===== config.mk =====
export PLATFORM = sky130hd
export DESIGN_NAME = rsp_frame_tx
export DESIGN_NICKNAME = d
export VERILOG_FILES = /design/src/rtl/rsp_frame_tx.sv
export SDC_FILE = /design/constraint.sdc
export NUM_CORES = 1
export LEC_CHECK = 0
export CAP_MARGIN = 15
export CORE_AREA = 5 5 71 73
export CTS_CLUSTER_SIZE = 10
export DETAILED_ROUTE_END_ITERATION = 12
export DIE_AREA = 0 0 76 78
export HOLD_SLACK_MARGIN = 0.1
export PLACE_DENSITY = 0.72
export SLEW_MARGIN = 20
export SYNTH_ARGS = -nofsm -noshare
export SYNTH_HDL_FRONTEND = slang
export SYNTH_SLANG_ARGS = --single-unit

===== constraint.sdc =====
create_clock -name clk -period 2 [get_ports clk]
set_input_delay 0.2 -clock clk [delete_from_list [all_inputs] [get_ports clk]]
set_output_delay 0.2 -clock clk [all_outputs]
set_load 0.03 [all_outputs]

===== src/rtl/rsp_frame_tx.sv =====
// Response frame builder: wraps a read burst from the FIFO as 55 / 1x / addr / data.. / 04 / 0d.
// Latency: first byte strobed the cycle after start; best case one byte every 2 cycles.
// Backpressure: waits on tx_busy before each byte and on fifo_empty before each data byte.
module rsp_frame_tx #(
  parameter int unsigned DATA_NUM = 8
) (
  input  logic       clk,
  input  logic       rst,
  input  logic       start,
  input  logic [8:0] addr,
  input  logic [7:0] fifo_rdata,
  input  logic       fifo_empty,
  output logic       fifo_rd,
  input  logic       tx_busy,
  output logic [7:0] dout,
  output logic       dout_vld,
  output logic       busy,
  output logic       done
);

  typedef enum logic [1:0] {
    IDLE = 2'd0,
    SEND = 2'd1,
    HOLD = 2'd2
  } state_e;

  // Framing bytes shared with the command parser.
  localparam logic [7:0] SOF_BYTE = 8'h55;
  localparam logic [7:0] EOT_BYTE = 8'h04;
  localparam logic [7:0] CR_BYTE  = 8'h0d;
  localparam logic [6:0] RD_IND   = 7'b0001000;

  // Byte index map within one frame (9-bit arithmetic, frame is at most 260 bytes).
  localparam logic [8:0] IDX_SOF   = 9'd0;
  localparam logic [8:0] IDX_IND   = 9'd1;
  localparam logic [8:0] IDX_ADDR  = 9'd2;
  localparam logic [8:0] IDX_DATA0 = 9'd3;
  localparam logic [8:0] IDX_DLAST = 9'(DATA_NUM + 2);
  localparam logic [8:0] IDX_EOT   = 9'(DATA_NUM + 3);
  localparam logic [8:0] IDX_END   = 9'(DATA_NUM + 4);

  state_e     state_q, state_d;
  logic [8:0] cnt_q, cnt_d;
  logic       blk_q, blk_d;
  logic [7:0] adr_q, adr_d;
  logic [7:0] dout_q, dout_d;
  logic       vld_q, vld_d;
  logic       rd_q, rd_d;
  logic       busy_q, busy_d;
  logic       done_q, done_d;

  logic [8:0] nxt_idx;
  logic       is_data;
  logic [7:0] byte_sel;
  logic       can_issue;
  logic       try_issue;

  // Index of the byte the next SEND cycle would carry: strobes are registered,
  // so the decision is taken one edge ahead of the SEND cycle that shows it.
  always_comb begin
    nxt_idx = cnt_q;
    case (state_q)
      IDLE:    nxt_idx = IDX_SOF;
      HOLD:    nxt_idx = cnt_q + 9'd1;
      default: nxt_idx = cnt_q;
    endcase
  end

  // Content of byte nxt_idx and whether it can go out at the coming edge.
  always_comb begin
    is_data  = (nxt_idx >= IDX_DATA0) && (nxt_idx <= IDX_DLAST);
    byte_sel = CR_BYTE;
    if (nxt_idx == IDX_SOF) begin
      byte_sel = SOF_BYTE;
    end else if (nxt_idx == IDX_IND) begin
      byte_sel = {RD_IND, blk_q};
    end else if (nxt_idx == IDX_ADDR) begin
      byte_sel = adr_q;
    end else if (is_data) begin
      byte_sel = fifo_rdata;
    end else if (nxt_idx == IDX_EOT) begin
      byte_sel = EOT_BYTE;
    end
    // Header/tail bytes are always ready; data bytes need a non-empty FIFO.
    can_issue = !tx_busy && (!is_data || !fifo_empty);
  end

  // Frame sequencer: next state, counter and next values of the registered outputs.
  always_comb begin
    state_d   = state_q;
    cnt_d     = cnt_q;
    blk_d     = blk_q;
    adr_d     = adr_q;
    dout_d    = dout_q;
    vld_d     = 1'b0;
    rd_d      = 1'b0;
    done_d    = 1'b0;
    try_issue = 1'b0;

    case (state_q)
      IDLE: begin
        if (start) begin
          blk_d     = addr[8];
          adr_d     = addr[7:0];
          cnt_d     = 9'd0;
          state_d   = SEND;
          try_issue = 1'b1;
        end
      end
      SEND: begin
        // A strobe shown this cycle moves on; otherwise keep trying (no timeout).
        if (vld_q) begin
          state_d = HOLD;
        end else begin
          try_issue = 1'b1;
        end
      end
      HOLD: begin
        // One dead cycle so a UART that raises tx_busy late is still respected.
        cnt_d = cnt_q + 9'd1;
        if (cnt_q == IDX_END) begin
          done_d  = 1'b1;
          state_d = IDLE;
        end else begin
          state_d   = SEND;
          try_issue = 1'b1;
        end
      end
      default: begin
        state_d = IDLE;
      end
    endcase

    // Pop and strobe together so the FIFO head advances before the next SEND.
    if (try_issue && can_issue) begin
      vld_d  = 1'b1;
      dout_d = byte_sel;
      rd_d   = is_data;
    end

    busy_d = (state_d != IDLE);
  end

  // State and output registers; reset abandons any frame in flight.
  always_ff @(posedge clk) begin
    if (rst) begin
      state_q <= IDLE;
      cnt_q   <= 9'd0;
      blk_q   <= 1'b0;
      adr_q   <= 8'h00;
      dout_q  <= 8'h00;
      vld_q   <= 1'b0;
      rd_q    <= 1'b0;
      busy_q  <= 1'b0;
      done_q  <= 1'b0;
    end else begin
      state_q <= state_d;
      cnt_q   <= cnt_d;
      blk_q   <= blk_d;
      adr_q   <= adr_d;
      dout_q  <= dout_d;
      vld_q   <= vld_d;
      rd_q    <= rd_d;
      busy_q  <= busy_d;
      done_q  <= done_d;
    end
  end

  assign dout     = dout_q;
  assign dout_vld = vld_q;
  assign fifo_rd  = rd_q;
  assign busy     = busy_q;
  assign done     = done_q;

endmodule


======== Word-level counts from Yosys, hierarchy flattened ========
Index checks and enable logic that the tools add are counted.
storage, ports and cells
  register bits after elaboration ......... 32
  input bits .............................. 22
  word-level logic and storage cells ...... 54
cells by class
  bitwise gates (word level) .............. 2
  reduce and logical (&&, ||, !) cells .... 15
  muxes and demuxes ....................... 18
  $lt $le $gt $ge ......................... 2
  equality and inequality tests ........... 7
  add/subtract/negate cells ............... 1
operators with widths
  operator                                                           number
  one-hot mux 9 bit (2 select lines)                                 2
  2-to-1 mux 8 bit                                                   4
  == test 9 x 4 -> 1 bit, second input constant                      2
  adder 9 x 1 -> 9 bit, second input constant                        1
  == test 9 x 1 -> 1 bit, second input constant                      1
  == test 9 x 2 -> 1 bit, second input constant                      1
  greater-or-equal comparator 9 x 2 -> 1 bit, second input constant  1
  less-or-equal comparator 9 x 4 -> 1 bit, second input constant     1
  zero test 9 bit                                                    1
  2-to-1 mux 9 bit                                                   1
  2-to-1 mux 1 bit                                                   6
  one-hot mux 2 bit (3 select lines)                                 1
  2-to-1 mux 2 bit                                                   2
  2-to-1 mux 4 bit                                                   1
  AND reduction 2 bit                                                2
  nonzero test 2 bit                                                 2
  OR reduction 2 bit                                                 2
  logical AND 1 bit                                                  3
  zero test 1 bit                                                    3
  one-hot mux 1 bit (3 select lines)                                 1
  == test 2 x 1 -> 1 bit, second input constant                      1
  == test 2 bit, second input constant                               1
  zero test 2 bit                                                    1
  != test 2 bit, second input constant                               1
  2 further kinds                                                    3

======== Depth between registers and ports, before layout ========
  word-level depth ........................ 10
  depth in mapped cells ................... 9

======== Worst setup path after synthesis ========
No wires, ideal clock.
  kind .................................... flip-flop to flip-flop
  start ................................... register cnt_q[0]
  end ..................................... register dout_q[0] (netlist: dout[0])
  stages on the path, launching flop included .. 10
  data required time ...................... 1881 ps
  path slack .............................. -256 ps
  path buffers ............................ 1
  period minus slack after synthesis ...... 2256 ps
  arrival time ............................ 2137 ps
  path through ............................ dfxtp_1 -> buf_2 -> inv_1 -> ha_1 -> nand3b_1 -> mux2_2 -> a21bo_2 -> a21oi_1 -> or3_1 -> o221a_1
between the ends
  longest elaborated chain between the ends .. 8
RTL lines
  element                                                             RTL line  source
  start: declaration                                                  43        logic [8:0] cnt_q, cnt_d;
  start signal: assignment                                            158       cnt_q <= cnt_d;
  adder 9 x 1 -> 9 bit                                                64        HOLD: nxt_idx = cnt_q + 9'd1;
  one-hot mux 9 bit (2 select lines)                                  62        case (state_q)
  greater-or-equal comparator 9 x 2 -> 1 bit (tied with other cells)  71        is_data = (nxt_idx >= IDX_DATA0) && (nxt_idx <= IDX_DLAST);
  logical AND 1 bit / 2-to-1 mux 4 bit (equally long branches)        71, 81
  2-to-1 mux 8 bit / zero test 1 bit (equally long branches)          79, 85
  2-to-1 mux 8 bit / logical OR 1 bit (equally long branches)         77, 85
  2-to-1 mux 8 bit / logical AND 1 bit (equally long branches)        75, 85
  2-to-1 mux 8 bit / logical AND 1 bit (equally long branches)        73, 135
  end signal: assignment                                              161       dout_q <= dout_d;
  end: declaration                                                    46        logic [7:0] dout_q, dout_d;
Parallel ways exist; a longest one is shown, timed or not.
A chain may end at the register's enable or synchronous reset.

======== Worst setup path in the final report ========
Same ends and word-level chain as after synthesis.

==> results.md <==
| Result | Reported | Unit |
|---|---|---|
| Unrepaired setup endpoints after global routing | true | - |
| Shortest clock period the worst path allows after layout | 2.08 | ns |
| Critical Path Sink Type | flip-flop | - |
| Failing checks | negative setup slack | - |
| Vertical die dimension | 78 | um |
| Number of placement rows | 24 | - |
| Placeable core region | 4290 | um^2 |
| Cell count after synthesis | 250 | - |
| Largest net degree at the start of global routing | 19 | - |
| Post-route DRC | 0 | - |
| Root buffer cell | clkbuf_8 | - |
| Syn avg cell area | 7.97 | um^2 |
| IO buf count | 33 | - |
| Final Setup Violations | 7 | - |
| Initial antenna violation count | 0 | - |
| Synthesized cell area | 1990 | um^2 |
| FF+latch count, synth | 32 | - |
| Routed Antenna Nets | 0 | - |
| Nature of the critical path startpoint | flip-flop | - |
| Number of global-route vias before repair | 1997 | - |
| Largest fanout on the critical path | 5 | - |
| CTS clock-pin slew for the worst setup and hold paths | 0.08 | ns |
| Number of clock buffers inserted by TritonCTS | 5 | - |
| Synth-to-layout area growth | 47.7 | % |
| Number of enable-type register cells in the synthesized netlist | 0 | - |
| Standard cell area after detailed placement | 2700 | um^2 |
| Distinct cells, synth | 55 | - |
| Part of the Yosys area used for sequential elements | 0.322 | - |
| VDD IR max | 0.000297 | V |
| Mapped Nets | 274 | - |
| Final slew viol count | 0 | - |
| Part of the total power dissipated in the clock network | 0.358 | - |
| Hold buffers post-CTS | 0 | - |
| Power density over the cells | 483 | nW/um^2 |
| Share of final-layout standard cells stronger than drive strength 1 | 0.305 | - |
| Fin nets | 348 | - |
| Switching part of the total | 0.280 | - |
| Worst setup slack before clock tree synthesis | -0.0824 | ns |
| Timing-limited maximum frequency | 482 | MHz |
| Commonest register cell after synthesis | dfxtp_1 | - |
| Post-DR wirelength/cell | 14.8 | um |
| Worst Clk Skew | 0.00913 | ns |
| Die Area | 5930 | um^2 |
| Cell-internal power | 1.02 | mW |
| Hold Path Class | in2reg | - |
| Commonest cells after routing, fill and taps aside | buf_4, nand2_1, clkdlybuf4s50_1 | - |
| Clock insertion delay at the later pin of the skew report | 0.29 | ns |
| Share of flip-flops with an asynchronous set or reset | 0 | - |
| Warnings, synthesis | 0 | - |
| Share of power burned in registers | 0.474 | - |
| Worst setup path class | reg2reg | - |
| Most common library cell in the layout ignoring fill and taps | buf_4 | - |
| Vias per inst | 5.57 | - |
| Global-route wire length before repair | 9.25 | mm |
| Clock tree from TritonCTS | built | - |
| Data required, critical path | 2.19 | ns |
| Hold Violations, Final | 0 | - |
| Slew @ Worst Pin | 0.484 | ns |
| Count of max-cap constraint violations | 0 | - |
| Starting Density | 0.464 | - |
| Data arrival, critical path | 2.26 | ns |
| Gpl congestion | 0.907 | - |
| Finished Cell Area | 2940 | um^2 |
| Max-Slew Margin vs Limit | 0.674 | - |
| Die width | 76 | um |
| Initial drt markers | 130 | - |
| Final clock period utilization by the worst path | 1.04 | - |
| Static power due to leakage | 1.18 | nW |
| Detailed-route wire length | 5.59 | mm |
| Inserted Diodes | 0 | - |
| Largest buffer count on any clock path | 2 | - |
| P_sw | 0.398 | mW |
| Total half-perimeter wirelength after legalization and detailed placement | 4.03 | mm |
| Number of optimization iterations in the first detailed-route pass | 4 | - |
| Number of H-tree levels | 2 | - |
| Total via count in the routed design | 2100 | - |
| Number of primary I/O pins | 34 | - |
| Final WS setup | -0.0765 | ns |
| Overflow left after global routing | 0 | - |
| Overall Global Routing Usage | 0.188 | - |
| # clock sinks | 32 | - |
| Run status | finished, violations left | - |
| Relative contribution of combinational cells to total power | 0.169 | - |
kinds of logic after synthesis:
family,Yosys count,share of synthesized area
xor gates and xnor gates,1,0.0138
muxes,5,0.0320
adders and majority gates,2,0.0126
DFF,32,0.322
buffers and inverters,26,0.0584
AOI/OAI and AO/OA,73,0.275
and+or+nand+nor,111,0.286
area by class of cell:
class	count	area, um^2
tap	52	65.1
inverter	11	43.8
timing repair buffer	82	731
clock buffer	5	68.8
clock inverter	3	18.8
multi-input combinational	192	1360
fill	338	1350
sequential	32	651
sequential cells by signal, indices dropped and copies added, names as in the netlist:
name / flops
cnt_q: 9
adr_q: 8
dout: 8
state_q: 2
blk_q: 1
busy: 1
done: 1
dout_vld: 1
fifo_rd: 1
critical path, stage by stage (launching register included):
cell      delay [ns]
dfxtp_4         0.40
inv_4           0.05
ha_4            0.26
nand3b_1        0.09
mux2_4          0.30
a21bo_4         0.20
a21oi_2         0.05
or3_4           0.40
o221a_1         0.24
cell usage after synthesis (2+ instances only):
cell,number,area (um^2)
nor2_1,15,56.3
and2_1,3,18.8
o2111ai_1,4,35.0
mux2_4,2,30.0
nand2_1,41,154
clkbuf_1,10,37.5
nor3_1,4,20.0
nand3_1,14,70.1
mux2_2,3,33.8
ha_1,2,25.0
o32ai_1,2,17.5
a31oi_1,8,50.1
a221oi_1,2,17.5
o21a_1,2,15.0
a2bb2oi_1,2,17.5
a22oi_1,3,22.5
nand4_1,5,31.3
nand2b_1,3,18.8
inv_1,11,41.3
buf_6,2,22.5
buf_2,3,15.0
and3_1,7,43.8
or2_2,3,18.8
o22ai_1,5,31.3
a21o_1,4,30.0
nor2b_1,2,12.5
o21ai_0,6,30.0
and4_1,2,17.5
nand3b_1,3,22.5
dfxtp_1,32,641
a21oi_1,20,100
o221a_1,2,22.5
through the flow:
stage | total power, mW | hold slack (ns) | utilization | cells | setup TNS [ns]
after global routing | 1.48 | 0.443 | 0.685 | 377 | -0.935
final | 1.42 | 0.451 | 0.685 | 377 | -0.231
after detailed placement | 0.920 | 0.448 | 0.629 | 364 | -0.443
after floorplan | 0.812 | 0.336 | - | 250 | -0.174
after global placement | 0.917 | 0.442 | 0.629 | 364 | -0.0952
after CTS | 1.42 | 0.443 | 0.670 | 376 | -0.123
power groups by stage:
stage	Clock [mW]	Sequential (mW)	Combinational (mW)
global placement	0	0.690	0.227
CTS	0.516	0.673	0.233
floorplan	0	0.708	0.103
detailed placement	0	0.690	0.230
global route	0.544	0.677	0.257
finish	0.508	0.673	0.240
worst paths after layout:
path	slack [ns]	from	to	cells after the start
worst max register to register	-0.08	cnt_q[0]	dout[0]	8
worst max-delay path	-0.08	cnt_q[0]	dout[0]	8
worst min register to register	0.45	adr_q[0]	adr_q[0]	2
worst min-delay path	0.45	addr[2]	adr_q[2]	3
repair_timing:
item / 4_1_cts / 5_1_grt
setup buffers: 4 / 1
pin swaps: 6 / 14
endpoints found under the setup margin: 9 / 10
resized for setup: 11 / 14
metal layers:
| metal | vias up | global-route usage | share of wire |
|---|---|---|---|
| met1 | 957 | 0.245 | 0.44 |
| met2 | 71 | 0.313 | 0.49 |
| met5 | - | 0 | 0 |
| li1 | 1065 | - | - |
| met4 | 0 | 0.0747 | 0.017 |
| met3 | 7 | 0.0278 | 0.052 |
No activity file was read; power rests on OpenSTA's default activity.
